$ cat src/rtl/uart_tx_scheduler.sv
// ---------------------------------------------------------------------------
// uart_tx_scheduler
//
// Shares one UART TX serializer between NUM_REQ byte sources. Each character
// is arbitrated, handshaken with the winning source, launched into the
// serializer, waited on until the serializer finishes, and followed by a
// programmable idle gap.
//
// Ports
//   clk         transactor clock
//   rst_n       synchronous reset, active low
//   req_valid   per-source byte-pending flags (held until accepted)
//   req_data    per-source bytes, source i at [i*DATA_W +: DATA_W]
//   req_ready   registered one-hot accept strobe (one cycle per character)
//   prio_mode   1: source 0 has strict priority, 0: pure round-robin
//   gap_cycles  idle clocks inserted after each character
//   ser_start   one-cycle launch pulse to the serializer
//   ser_data    byte presented to the serializer, held until the next capture
//   ser_busy    serializer busy flag
//   grant_id    index of the last granted source
//   active      high in every state except IDLE
//   char_count  characters launched since reset (wraps)
// ---------------------------------------------------------------------------
module uart_tx_scheduler #(
  parameter int NUM_REQ = 2,
  parameter int DATA_W  = 8,
  parameter int GAP_W   = 16
) (
  input  logic                        clk,
  input  logic                        rst_n,
  input  logic [NUM_REQ-1:0]          req_valid,
  input  logic [NUM_REQ*DATA_W-1:0]   req_data,
  output logic [NUM_REQ-1:0]          req_ready,
  input  logic                        prio_mode,
  input  logic [GAP_W-1:0]            gap_cycles,
  output logic                        ser_start,
  output logic [DATA_W-1:0]           ser_data,
  input  logic                        ser_busy,
  output logic [$clog2(NUM_REQ)-1:0]  grant_id,
  output logic                        active,
  output logic [31:0]                 char_count
);

  localparam int IDX_W = $clog2(NUM_REQ);

  typedef enum logic [2:0] {
    S_IDLE,
    S_GRANT,
    S_LAUNCH,
    S_WAIT_START,
    S_WAIT_DONE,
    S_GAP
  } state_t;

  state_t                r_state;
  logic [NUM_REQ-1:0]    r_req_ready;
  logic                  r_ser_start;
  logic [DATA_W-1:0]     r_ser_data;
  logic [IDX_W-1:0]      r_grant_id;
  logic                  r_active;
  logic [31:0]           r_char_count;
  logic [IDX_W-1:0]      r_rr_ptr;
  logic [GAP_W-1:0]      r_gap;

  logic                  w_any;
  logic                  w_found;
  logic [IDX_W-1:0]      w_win;
  logic [NUM_REQ-1:0]    w_onehot;
  logic [DATA_W-1:0]     w_src_data [NUM_REQ];

  // Index arithmetic modulo NUM_REQ; NUM_REQ need not be a power of two.
  function automatic logic [IDX_W-1:0] wrap_idx(input int v);
    return IDX_W'(v % NUM_REQ);
  endfunction

  for (genvar g = 0; g < NUM_REQ; g++) begin : g_src
    assign w_src_data[g] = req_data[g*DATA_W +: DATA_W];
  end

  assign w_any = |req_valid;

  // Winner selection: source 0 overrides in priority mode, otherwise the
  // first valid source found scanning upward from the round-robin pointer.
  always_comb begin
    w_win   = '0;
    w_found = 1'b0;
    if (prio_mode && req_valid[0]) begin
      w_win   = '0;
      w_found = 1'b1;
    end else begin
      for (int k = 0; k < NUM_REQ; k++) begin
        if (!w_found && req_valid[wrap_idx(int'(r_rr_ptr) + k)]) begin
          w_win   = wrap_idx(int'(r_rr_ptr) + k);
          w_found = 1'b1;
        end
      end
    end
  end

  assign w_onehot = {{(NUM_REQ-1){1'b0}}, 1'b1} << w_win;

  always_ff @(posedge clk) begin
    if (!rst_n) begin
      r_state      <= S_IDLE;
      r_req_ready  <= '0;
      r_ser_start  <= 1'b0;
      r_ser_data   <= '0;
      r_grant_id   <= '0;
      r_active     <= 1'b0;
      r_char_count <= '0;
      r_rr_ptr     <= '0;
      r_gap        <= '0;
    end else begin
      // The launch pulse is only ever raised on the GRANT exit edge.
      r_ser_start <= 1'b0;
      case (r_state)
        S_IDLE: begin
          if (w_any && !ser_busy) begin
            r_req_ready <= w_onehot;
            r_grant_id  <= w_win;
            r_active    <= 1'b1;
            r_state     <= S_GRANT;
          end
        end
        S_GRANT: begin
          r_req_ready <= '0;
          // A source that withdrew during its grant cycle is ignored and
          // the pointer is left where it was.
          if (req_valid[r_grant_id]) begin
            r_ser_data   <= w_src_data[r_grant_id];
            r_rr_ptr     <= wrap_idx(int'(r_grant_id) + 1);
            r_ser_start  <= 1'b1;
            r_char_count <= r_char_count + 32'd1;
            r_state      <= S_LAUNCH;
          end else begin
            r_active <= 1'b0;
            r_state  <= S_IDLE;
          end
        end
        S_LAUNCH: begin
          r_state <= S_WAIT_START;
        end
        S_WAIT_START: begin
          if (ser_busy) begin
            r_state <= S_WAIT_DONE;
          end
        end
        S_WAIT_DONE: begin
          if (!ser_busy) begin
            if (gap_cycles == '0) begin
              r_active <= 1'b0;
              r_state  <= S_IDLE;
            end else begin
              r_gap   <= gap_cycles;
              r_state <= S_GAP;
            end
          end
        end
        S_GAP: begin
          // Leaving on count 1 yields exactly gap_cycles cycles in GAP.
          if (r_gap == GAP_W'(1)) begin
            r_gap    <= '0;
            r_active <= 1'b0;
            r_state  <= S_IDLE;
          end else begin
            r_gap <= r_gap - GAP_W'(1);
          end
        end
        default: begin
          r_req_ready <= '0;
          r_active    <= 1'b0;
          r_state     <= S_IDLE;
        end
      endcase
    end
  end

  assign req_ready  = r_req_ready;
  assign ser_start  = r_ser_start;
  assign ser_data   = r_ser_data;
  assign grant_id   = r_grant_id;
  assign active     = r_active;
  assign char_count = r_char_count;

endmodule

$ cat config.mk
export PLATFORM = sky130hd
export DESIGN_NAME = uart_tx_scheduler
export DESIGN_NICKNAME = d
export VERILOG_FILES = /design/src/rtl/uart_tx_scheduler.sv
export SDC_FILE = /design/constraint.sdc
export NUM_CORES = 1
export LEC_CHECK = 0
export ABC_AREA = 1
export CORE_AREA = 2 2 90 92
export DETAILED_ROUTE_END_ITERATION = 10
export DIE_AREA = 0 0 92 94
export GPL_ROUTABILITY_DRIVEN = 1
export PLACE_DENSITY = 0.84
export SLEW_MARGIN = 25
export SYNTH_ARGS = -nofsm -noshare
export SYNTH_HDL_FRONTEND = slang
export SYNTH_SLANG_ARGS = --single-unit
$ cat constraint.sdc
create_clock -name clk -period 1.9 [get_ports clk]
set_input_delay 0.285 -clock clk [delete_from_list [all_inputs] [get_ports clk]]
set_output_delay 0.285 -clock clk [all_outputs]
set_load 0.005 [all_outputs]
==> impl_metrics.json <==
{
  "status": "complete, no violations",
  "pwr-share-seq": 0.353,
  "drt_pre_antenna_iters": 6,
  "pwr-share-comb": 0.446,
  "yosysSeqAreaShare": 0.342,
  "pre_cts_ws_ns": -0.0390,
  "worstMarginPinSlew_ns": 0.532,
  "max_cap_violations": 0,
  "yosysUniqueCellTypes": 37,
  "first_global_vias": 3979,
  "synth_area_leaders": "dfxtp_1, nand2_1, nor2_1",
  "yosysTopAreaCell": "dfxtp_1",
  "finalWorstSetupSlack_ns": 0.187,
  "synth.ff_latch_count": 65,
  "grt_pass1_wl_mm": 17.2,
  "die_h_microns": 94,
  "synthMuxAreaShare": 0,
  "synth-xor-area-share": 0.0161,
  "leakagePower_nw": 2.16,
  "vias": 4182,
  "yosysWarnings": 0,
  "fmax_mhz": 584,
  "pin_count": 83,
  "finalCritPeriodShare": 0.902,
  "utilization": 0.655,
  "core-area_sq_mm": 0.00761,
  "grt_use_met2": 0.420,
  "crit_path_end_kind": "register",
  "drive_above_1_share": 0.0776,
  "cts-htree-levels": 3,
  "ant_nets": 0,
  "wl_per_cell_microns": 12.6,
  "whs_ns": 0.468,
  "synth.cell_area_sq_mm": 0.00380,
  "syn-num-nets": 651,
  "grt_max_degree": 20,
  "wl_mm": 10.2,
  "clockPowerShare": 0.202,
  "swShare": 0.407,
  "portBuffers": 82,
  "cts.path.max_buffers": 2,
  "cp_max_fo": 8,
  "grt_usage": 0.243,
  "cts_made_buffers": 9,
  "arrival_ns": 1.99,
  "gp_congestion": 0.918,
  "min_path_type": "register to register",
  "rsz0062_at_grt": "false",
  "avgViaCountPerCell": 5.16,
  "diodes": 0,
  "p_per_area_mw_per_mm2": 1070,
  "cts_sinks": 65,
  "final_common_cell": "nand2_1",
  "cts_tree": "yes",
  "placementRows": 32,
  "synth_compound_area_frac": 0.137,
  "nets": 746,
  "syn2layout_area_growth_pct": 31.2,
  "final_hold_viol_count": 0,
  "synthSimpleGateAreaFrac": 0.397,
  "reg2reg_slack_ns": 0.19,
  "initialDrtViolationCount": 220,
  "die_w_microns": 92,
  "grt_overflow": 0,
  "postCtsSetupBuffers": 0,
  "final_cell_mix": "nand2_1, nor2_1, clkdlybuf4s50_1",
  "grt_util_met1": 0.302,
  "p_switching_mw": 2.18,
  "route.detailed.drc": 0,
  "clkTransAtPathRegs_ns": 0.07,
  "finClkSkew_ns": 0.0118,
  "busiest_layer": "met2",
  "cp_data_required_time_ns": 2.18,
  "synthCells": 610,
  "peakVddDrop_uv": 648,
  "drv_slew": 0,
  "cts-root-buf": "clkbuf_8",
  "clkLatencyLatePin_ns": 0.34,
  "die_area_sq_mm": 0.00865,
  "synth_top_family_by_area": "simple AND/OR/NAND/NOR gates",
  "syn_avg_cell_area_sq_um": 6.23,
  "critical_path.startpoint_type": "register",
  "slew_headroom": 0.642,
  "place_hpwl_mm": 7.66,
  "antenna_found_initial": 0,
  "grt_use_met3": 0.0562,
  "synth_top_area_frac": 0.342,
  "setup-violations-final": 0,
  "synthAdderAreaFrac": 0.00988,
  "internal_power_mw": 3.17,
  "start_util": 0.500,
  "report.power.total_mw": 5.35,
  "worstSetupPathType": "register to register",
  "fin_crit_ns": 1.71
}
routing by layer:
| metal | vias up | wire length (microns) |
|---|---|---|
| li1 | 2126 | - |
| met1 | 1870 | 4420 |
| met2 | 164 | 4790 |
| met3 | 22 | 800 |
| met4 | 0 | 170 |
| met5 | - | 0 |
synth_stat cells, drive strengths merged:
cell,number
nand3b,4
o21a,3
clkbuf,6
o21ai,47
nand3,33
a31oi,9
ha,3
a21oi,37
or2,1
o211ai,1
xor2,3
buf,8
xnor2,4
dfxtp,65
clkinv,2
nand4,10
nor3,7
inv,74
nand2,175
nor3b,1
nor2,117
cell families after synthesis:
kind of cell    after synthesis
compound gates               97
xor+xnor                      7
fa+ha+maj                     3
buf+inv                      90
flops                        65
simple gates                348
critical path, cell delays in order, from the launching register on:
cell and delay [ns]:
dfxtp_1 0.39, nand2_1 0.14, nor2_2 0.26, inv_1 0.10, nor2_2 0.18, nand2_2 0.08
nor2_4 0.19, nand3_1 0.10, nand2_1 0.10, nand2_1 0.05, nor2_1 0.07
repair_timing:
item | CTS | global route
hold buffers | 0 | 0
setup endpoints to repair | 0 | 1
resized for setup | 0 | 1
final cells by class:
type                       instances  area [sq um]
fill                             669          2620
multi-input combinational        455          2130
sequential                        65          1300
timing repair buffer              98           953
inverter                          76           288
clock buffer                      13           169
tap                              102           128
clock inverter                     2          12.5
power by group through the flow:
stage | Sequential, mW | Combinational (mW) | Clock [mW]
finish | 1.89 | 2.39 | 1.08
global route | 1.93 | 2.74 | 1.15
CTS | 1.88 | 2.36 | 1.10
detailed placement | 1.91 | 2.34 | 0
global placement | 1.89 | 2.28 | 0
floorplan | 1.86 | 1.73 | 0
state kept, by name (all words and copies together), names as in the netlist:
register,flops
active,1
char_count,32
grant_id,1
r_gap,16
r_rr_ptr,1
r_state,3
req_ready,2
ser_data,8
ser_start,1
per-stage QoR:
stage	instances	TNS [ns]	instance area [sq um]
2_1_floorplan	610	0	3800
4_1_cts	811	0	4980
3_3_place_gp	796	0	4800
5_1_grt	811	0	4980
6_report	811	0	4980
3_5_place_dp	796	-0.102	4800
final timing paths:
kind | startpoint | to | depth (start not counted)
max | char_count[6] | char_count[28] | 10
min | r_rr_ptr | r_rr_ptr | 2
max reg2reg | char_count[6] | char_count[28] | 10
min reg2reg | r_rr_ptr | r_rr_ptr | 2
Power figures use the tool's default switching activity.
